### config.mk
export PLATFORM = sky130hd
export DESIGN_NAME = pe_psum_drain_flat
export DESIGN_NICKNAME = d
export VERILOG_FILES = /design/src/rtl/pe_drn_pkg.sv /design/src/rtl/pe_psum_drain_if.sv /design/src/rtl/pe_drn_fifo.sv /design/src/rtl/pe_psum_drain.sv /design/src/flat_wrapper.sv
export SDC_FILE = /design/constraint.sdc
export NUM_CORES = 1
export LEC_CHECK = 0
export ABC_AREA = 1
export BUFFER_PORTS_ARGS = -buffer_cell sky130_fd_sc_hd__buf_2
export CAP_MARGIN = 20
export CORE_ASPECT_RATIO = 1.4
export CORE_MARGIN = 1
export CORE_UTILIZATION = 34
export CTS_BUF_LIST = sky130_fd_sc_hd__clkbuf_4 sky130_fd_sc_hd__clkbuf_8
export CTS_CLUSTER_SIZE = 28
export DETAILED_ROUTE_END_ITERATION = 8
export HOLD_SLACK_MARGIN = 0.1
export SLEW_MARGIN = 20
export SYNTH_ARGS = -nofsm -noshare
export SYNTH_HDL_FRONTEND = slang
export SYNTH_SLANG_ARGS = --single-unit
### constraint.sdc
create_clock -name clk -period 5.8 [get_ports clk]
set_input_delay 0.29 -clock clk [delete_from_list [all_inputs] [get_ports clk]]
set_output_delay 0.29 -clock clk [all_outputs]
set_load 0.05 [all_outputs]
### src/rtl/pe_drn_pkg.sv
// Shared sizing, FSM state type and the requantization rule for the PE psum drain.
package pe_drn_pkg;

  localparam int DATA_WIDTH  = 8;
  localparam int BLOCK_DEPTH = 32;
  localparam int ACC_W       = 32;
  localparam int FIFO_DEPTH  = 4;
  localparam int MAC_W       = 2 * DATA_WIDTH + $clog2(3 * BLOCK_DEPTH);

  typedef enum logic [1:0] {IDLE, RUN, DONE} drn_state_e;

  localparam logic signed [DATA_WIDTH-1:0] SAT_MAX = {1'b0, {(DATA_WIDTH-1){1'b1}}};
  localparam logic signed [DATA_WIDTH-1:0] SAT_MIN = {1'b1, {(DATA_WIDTH-1){1'b0}}};

  // Round-half-up shift, optional ReLU, then clamp; one extra bit keeps the rounding add exact.
  function automatic logic signed [DATA_WIDTH-1:0] requant(
    input logic signed [ACC_W-1:0] acc,
    input logic        [4:0]       shift,
    input logic                    relu
  );
    logic signed [ACC_W:0] rnd;
    logic signed [ACC_W:0] sum;
    rnd = '0;
    if (shift != 5'd0) rnd = (ACC_W+1)'(1) << (shift - 5'd1);
    sum = {acc[ACC_W-1], acc} + rnd;
    sum = sum >>> shift;
    if (relu && sum < 0) sum = '0;
    if (sum > (ACC_W+1)'(SAT_MAX)) sum = (ACC_W+1)'(SAT_MAX);
    if (sum < (ACC_W+1)'(SAT_MIN)) sum = (ACC_W+1)'(SAT_MIN);
    return sum[DATA_WIDTH-1:0];
  endfunction

endpackage

### src/rtl/pe_psum_drain_if.sv
// Output stream from the drain toward the global buffer (valid/ready).
interface pe_psum_drain_if;
  import pe_drn_pkg::*;

  logic [DATA_WIDTH-1:0] DRNGB_Dat;
  logic                  DRNGB_Val;
  logic                  GBDRN_Rdy;

  modport master (output DRNGB_Dat, output DRNGB_Val, input  GBDRN_Rdy);
  modport slave  (input  DRNGB_Dat, input  DRNGB_Val, output GBDRN_Rdy);

endinterface

### src/rtl/pe_drn_fifo.sv
// Small first-word-fall-through FIFO; dout always shows the head entry.
module pe_drn_fifo #(
  parameter int WIDTH = 8,
  parameter int DEPTH = 4
) (
  input  logic                     clk,
  input  logic                     rst,
  input  logic                     push,
  input  logic [WIDTH-1:0]         din,
  input  logic                     pop,
  output logic [WIDTH-1:0]         dout,
  output logic                     full,
  output logic                     empty,
  output logic [$clog2(DEPTH):0]   count
);
  localparam int PTR_W = $clog2(DEPTH);

  logic [WIDTH-1:0] mem [DEPTH];
  logic [PTR_W-1:0] wr_ptr;
  logic [PTR_W-1:0] rd_ptr;
  logic             do_push;
  logic             do_pop;

  // A push into a full queue only lands when a pop frees the slot in the same cycle.
  assign do_pop  = pop & ~empty;
  assign do_push = push & (~full | do_pop);
  assign full    = (count == (PTR_W+1)'(DEPTH));
  assign empty   = (count == '0);
  assign dout    = mem[rd_ptr];

  always_ff @(posedge clk or posedge rst) begin
    if (rst) begin
      for (int i = 0; i < DEPTH; i++) mem[i] <= '0;
      wr_ptr <= '0;
      rd_ptr <= '0;
      count  <= '0;
    end else begin
      if (do_push) begin
        mem[wr_ptr] <= din;
        wr_ptr      <= wr_ptr + PTR_W'(1);
      end
      if (do_pop) rd_ptr <= rd_ptr + PTR_W'(1);
      count <= count + (PTR_W+1)'(do_push) - (PTR_W+1)'(do_pop);
    end
  end

endmodule

### src/rtl/pe_psum_drain.sv
// Accumulates MAC block results into psums, requantizes them and queues them toward the global buffer.
module pe_psum_drain
  import pe_drn_pkg::*;
(
  input  logic                    clk,
  input  logic                    rst,
  input  logic                    Cfg_Sta,
  input  logic [7:0]              Cfg_NumBlk,
  input  logic [15:0]             Cfg_NumOut,
  input  logic [4:0]              Cfg_Shift,
  input  logic                    Cfg_Relu,
  input  logic signed [ACC_W-1:0] Cfg_Bias,
  input  logic                    MACPEC_Fnh,
  input  logic signed [MAC_W-1:0] MACCNV_Mac,
  output logic                    DRN_Rdy,
  output logic                    DRN_Done,
  output logic                    DRN_Ovf,
  pe_psum_drain_if.master         gb
);
  localparam int CNT_W = $clog2(FIFO_DEPTH) + 1;

  drn_state_e                   state;
  logic                         fnh_d;
  logic [7:0]                   num_blk;
  logic [7:0]                   blk_cnt;
  logic [15:0]                  num_out;
  logic [15:0]                  out_cnt;
  logic [4:0]                   shift;
  logic                         relu;
  logic signed [ACC_W-1:0]      bias;
  logic signed [ACC_W-1:0]      acc;
  logic                         v1;
  logic                         v2;
  logic signed [DATA_WIDTH-1:0] r_q;
  logic [CNT_W-1:0]             fifo_count;
  logic                         fifo_full;
  logic                         fifo_empty;
  logic                         pop;
  logic                         ev;
  logic                         last_blk;
  logic [CNT_W:0]               occ;
  logic signed [ACC_W-1:0]      mac_ext;

  assign ev        = MACPEC_Fnh & ~fnh_d & (state == RUN) & (out_cnt < num_out);
  assign last_blk  = (blk_cnt == num_blk - 8'd1);
  assign mac_ext   = ACC_W'(MACCNV_Mac);
  assign pop       = gb.DRNGB_Val & gb.GBDRN_Rdy;
  assign gb.DRNGB_Val = ~fifo_empty;
  assign DRN_Done  = (state == DONE);

  // Words already committed to the queue or still in the pipe, plus the one about to be issued.
  assign occ = (CNT_W+1)'(fifo_count) + (CNT_W+1)'(v1) + (CNT_W+1)'(v2) + (CNT_W+1)'(1);

  pe_drn_fifo #(.WIDTH(DATA_WIDTH), .DEPTH(FIFO_DEPTH)) u_fifo (
    .clk   (clk),
    .rst   (rst),
    .push  (v2),
    .din   (r_q),
    .pop   (pop),
    .dout  (gb.DRNGB_Dat),
    .full  (fifo_full),
    .empty (fifo_empty),
    .count (fifo_count)
  );

  // Run control, accumulation and the two-stage requant pipe share one register block.
  always_ff @(posedge clk or posedge rst) begin
    if (rst) begin
      state   <= IDLE;
      fnh_d   <= 1'b1;
      num_blk <= 8'd1;
      num_out <= '0;
      shift   <= '0;
      relu    <= 1'b0;
      bias    <= '0;
      blk_cnt <= '0;
      out_cnt <= '0;
      acc     <= '0;
      v1      <= 1'b0;
      v2      <= 1'b0;
      r_q     <= '0;
      DRN_Rdy <= 1'b0;
      DRN_Ovf <= 1'b0;
    end else begin
      fnh_d   <= MACPEC_Fnh;
      v1      <= 1'b0;
      v2      <= v1;
      r_q     <= requant(acc, shift, relu);
      DRN_Rdy <= (state == RUN) && (out_cnt < num_out) && (occ <= (CNT_W+1)'(FIFO_DEPTH));
      if (v2 && fifo_full && !pop) DRN_Ovf <= 1'b1;
      case (state)
        IDLE: begin
          if (Cfg_Sta) begin
            num_blk <= (Cfg_NumBlk == 8'd0) ? 8'd1 : Cfg_NumBlk;
            num_out <= Cfg_NumOut;
            shift   <= Cfg_Shift;
            relu    <= Cfg_Relu;
            bias    <= Cfg_Bias;
            blk_cnt <= '0;
            out_cnt <= '0;
            DRN_Ovf <= 1'b0;
            state   <= RUN;
          end
        end
        RUN: begin
          if (ev) begin
            acc <= (blk_cnt == 8'd0) ? mac_ext + bias : acc + mac_ext;
            if (last_blk) begin
              blk_cnt <= '0;
              out_cnt <= out_cnt + 16'd1;
              v1      <= 1'b1;
            end else begin
              blk_cnt <= blk_cnt + 8'd1;
            end
          end
          if (out_cnt == num_out && !v1 && !v2 && fifo_empty) state <= DONE;
        end
        DONE:    state <= IDLE;
        default: state <= IDLE;
      endcase
    end
  end

endmodule
### src/flat_wrapper.sv
// flat-port wrapper written by rule: the top's interface ports become plain ports
module pe_psum_drain_flat import pe_drn_pkg::*;
  (clk, rst, Cfg_Sta, Cfg_NumBlk, Cfg_NumOut, Cfg_Shift, Cfg_Relu, Cfg_Bias, MACPEC_Fnh, MACCNV_Mac, DRN_Rdy, DRN_Done, DRN_Ovf, gb_DRNGB_Dat, gb_DRNGB_Val, gb_GBDRN_Rdy);
  pe_psum_drain_if gb_i ();
  input  logic clk;
  input  logic rst;
  input  logic Cfg_Sta;
  input  logic [7:0] Cfg_NumBlk;
  input  logic [15:0] Cfg_NumOut;
  input  logic [4:0] Cfg_Shift;
  input  logic Cfg_Relu;
  input  logic signed [ACC_W-1:0] Cfg_Bias;
  input  logic MACPEC_Fnh;
  input  logic signed [MAC_W-1:0] MACCNV_Mac;
  output logic DRN_Rdy;
  output logic DRN_Done;
  output logic DRN_Ovf;
  output wire logic [$bits(gb_i.DRNGB_Dat)-1:0] gb_DRNGB_Dat;
  output wire logic [$bits(gb_i.DRNGB_Val)-1:0] gb_DRNGB_Val;
  input wire logic [$bits(gb_i.GBDRN_Rdy)-1:0] gb_GBDRN_Rdy;
  assign gb_DRNGB_Dat = gb_i.DRNGB_Dat;
  assign gb_DRNGB_Val = gb_i.DRNGB_Val;
  assign gb_i.GBDRN_Rdy = gb_GBDRN_Rdy;
  pe_psum_drain u_core (.clk(clk), .rst(rst), .Cfg_Sta(Cfg_Sta), .Cfg_NumBlk(Cfg_NumBlk), .Cfg_NumOut(Cfg_NumOut), .Cfg_Shift(Cfg_Shift), .Cfg_Relu(Cfg_Relu), .Cfg_Bias(Cfg_Bias), .MACPEC_Fnh(MACPEC_Fnh), .MACCNV_Mac(MACCNV_Mac), .DRN_Rdy(DRN_Rdy), .DRN_Done(DRN_Done), .DRN_Ovf(DRN_Ovf), .gb(gb_i));
endmodule
==> impl_metrics.toml <==
[sta]
timing.fmax_ghz = 0.205
setup_viol_count_final = 0
finalCriticalPeriod_ns = 4.87
final-hold-violation-count = 0
slew_headroom = 0.379
fin_setup_tns_ns = 0
tightest_slew_ns = 0.920
finalCritPeriodShare = 0.839
rsz0062_at_grt = "false"
fin_skew_ns = 0.0289
slew_viol_final = 0

[setup_path]
critPathMaxFanout = 13
rrSetupSlack_ns = 0.93
critPathArrivalTime_ns = 5.23
max_stage_delay_ns = 0.54
path_class = "flop to flop"
crit_family = "simple AND/OR/NAND/NOR gates"
startpoint_type = "flop"
slowest_stage = "dfrtp_1"
worst-path-buf-inv = 8
regToRegEndpoint = "u_core.r_q[6]$_DFF_PP0_"
reg2reg_depth = 38
cp-end-kind = "flop"
path_common_cell = "nand2_1"
cp.required_ns = 6.16
reg2reg_from = "u_core.shift[1]$_DFFE_PP0P_"

[yosys]
synthCells = 2201
syn_nets = 2387
seq_area_frac_synth = 0.299
async_flop_share = 1.00
synth_edf_count = 0
ys_top_cells_by_area = "dfrtp_1 (30%), nand2_1 (17%), nand3_1 (8.2%)"
synth_top_area_frac = 0.295
synth_area_per_cell_um2 = 6.54
ys_ff_latch = 172
yosysTopAreaCell = "dfrtp_1"
yosys_warnings = 0
synth_area_um2 = 14400
synth_cell_type_count = 55
synthFlopType = "dfrtp_1"

[min_path]
min-delay-start = "Cfg_Sta"
hp-class = "primary input to flop"
hold_depth = 3
worstHoldEndpoint = "u_core.state[1]$_DFFE_PP0P_"

[detailed_routing]
antenna_left = 0
drt_wl_total_mm = 42.8
viasPerCell = 4.97
wl_per_cell_um = 14.8
first_pass_iters = 5
drc = 0
drt_iter0_drc = 778
vias = 14400

[pwr]
pwr-share-clk = 0.097
switching_share = 0.552
leakage_nw = 8.65
vdd_drop_max_mv = 0.302
internal-power_mw = 4.20
combPwrFrac = 0.683
p_seq_frac = 0.219
p_sw_mw = 5.17
powerDensity_nw_per_um2 = 567
total_power_mw = 9.36

[floorplanning]
dieArea_um2 = 43200
row_count = 88
start_util = 0.347
num_io_pins = 102
dieHeight_um = 246
core-area_um2 = 41500
fp.dieW_um = 176

[cells_and_area]
nets = 2519
area_growth_pct = 14.8
drive_gt1_frac = 0.0946
fin_cells = 2887
fillers = 4409
design_area_um2 = 16500

[global_routing]
antenna_found_initial = 1
grt_max_degree = 84
grt-ovfl-total = 0
first_global_vias = 14100
grtUsageTotal = 0.205
grt_first_pass_wirelength_mm = 70.7

[clock_network]
cts_sinks = 172
cts_buffer_depth = 2
clkTransAtPathRegs_ns = 0.12
cts_tree = "built"
root_buffer = "clkbuf_8"
cts_setup_buffers = 0
clock_latency_ns = 0.51
post_cts_resized = 0
cts_buffers = 17
htree_levels = 4
hold_buffers = 64

[placed_design]
place_hpwl_mm = 33.8
port_buffers = 101
placed_cells = 2790
place.gp.congestion = 0.954
place_area_um2 = 15400

[status]
status = "completed"

[run]
drv_cap = 0
per-layer routing:
| metal | vias to the layer above | share of wire | track usage |
|---|---|---|---|
| met3 | 83 | 0.024 | 0.0235 |
| li1 | 7401 | - | - |
| met2 | 274 | 0.51 | 0.375 |
| met4 | 0 | 0.043 | 0.0962 |
| met1 | 6604 | 0.42 | 0.237 |
| met5 | - | 0 | 0 |
cell families (layout without fill, tap and decap cells):
kind of cell	after synthesis	after routing	share of synthesized area
and+or+nand+nor	1157	1157	0.338
buffers and inverters	360	505	0.0961
AOI/OAI and AO/OA	328	328	0.123
DFF	172	172	0.299
adders and majority gates	96	96	0.0855
xor gates and xnor gates	52	52	0.0316
muxes	35	35	0.0271
other	1	2	0.000260
worst max-delay path by stage:
stage	start	end	depth (start not counted)
4_1_cts	u_core.shift[1]$_DFFE_PP0P_	u_core.r_q[4]$_DFF_PP0_	38
5_1_grt	u_core.shift[1]$_DFFE_PP0P_	u_core.r_q[6]$_DFF_PP0_	38
3_3_place_gp	u_core.shift[1]$_DFFE_PP0P_	u_core.r_q[6]$_DFF_PP0_	38
6_report	u_core.shift[1]$_DFFE_PP0P_	u_core.r_q[6]$_DFF_PP0_	38
2_1_floorplan	rst	u_core.DRN_Ovf$_DFF_PP0_	1
3_5_place_dp	u_core.shift[1]$_DFFE_PP0P_	u_core.r_q[6]$_DFF_PP0_	38
synth_stat cells, drive strengths merged (3+ instances only):
cell    instances
mux2           32
inv           286
a21boi          3
nor4            9
nand3         237
clkinv          3
a21o            5
o31ai           3
o21a            3
o21bai          8
o211ai          4
xor2           29
clkbuf         41
nor2          165
a31oi          10
and2            3
ha             92
dfrtp         170
nor3           33
or2             7
nand3b          7
nand4          12
buf            30
nand2         681
xnor2          23
o221ai          3
a21oi          92
o22ai           9
mux2i           3
fa              4
o21ai         181
power groups by stage:
stage                     clock network, mW  logic [mW]  registers [mW]
after floorplan                           0        4.89            1.92
after global placement                    0        6.31            2.07
after detailed placement                  0        6.34            2.08
after CTS                             0.943        6.41            2.05
after global routing                  0.993        7.26            2.12
final                                 0.912        6.40            2.05
per-stage QoR:
stage | setup slack, ns | util | hold WS, ns
4_1_cts | 0.917 | 0.398 | 0.129
2_1_floorplan | 0.853 | - | 0.294
5_1_grt | 0.402 | 0.398 | 0.127
3_5_place_dp | 0.957 | 0.372 | 0.413
3_3_place_gp | 1.06 | 0.372 | 0.409
6_report | 0.933 | 0.398 | 0.157
sequential cells by signal (all words and copies together), names as in the netlist:
register and cells:
u_core.blk_cnt 8, u_core.relu 1, u_core.acc 32, u_core.shift 5, u_core.u_fifo.wr_ptr 2, u_core.bias 32
u_core.r_q 8, u_core.v1 1, u_core.v2 1, u_core.state 2, u_core.num_out 16, u_core.fnh_d 1
u_core.DRN_Ovf 1, u_core.u_fifo.count 3, u_core.u_fifo.rd_ptr 2, u_core.DRN_Rdy 1, u_core.out_cnt 16, u_core.u_fifo.mem 32
u_core.num_blk 8
final cells by class:
type                            count  area [µm²]  area share
Inverter                          289        1090      0.0659
Multi-Input combinational cell   1669        8720       0.528
Clock inverter                     15         211      0.0128
Clock buffer                       17         234      0.0142
Timing Repair Buffer              184        1290      0.0780
Sequential cell                   172        4310       0.261
Antenna cell                        1        2.50    0.000151
Tap cell                          540         676      0.0409
worst min-delay path, stage by stage:
cell    delay [ns]
buf_2         0.11
nor3_1        0.16
nor4_1        0.08
cell usage in the layout (no fill, tap or decap), types with 12 or more instances in the layout:
cell type	Yosys	routed
nand2_1	668	668
inv_1	281	280
nand3_1	237	237
o21ai_0	170	170
dfrtp_1	170	170
nor2_1	162	161
buf_2	14	101
a21oi_1	92	92
ha_1	92	92
dlygate4sd3_1	0	64
mux2_2	32	32
nor3_1	30	30
xor2_1	29	29
xnor2_1	23	23
buf_4	1	19
clkbuf_8	0	17
nand4_1	12	12
nand2_2	12	12
Power figures use the tool's default switching activity.
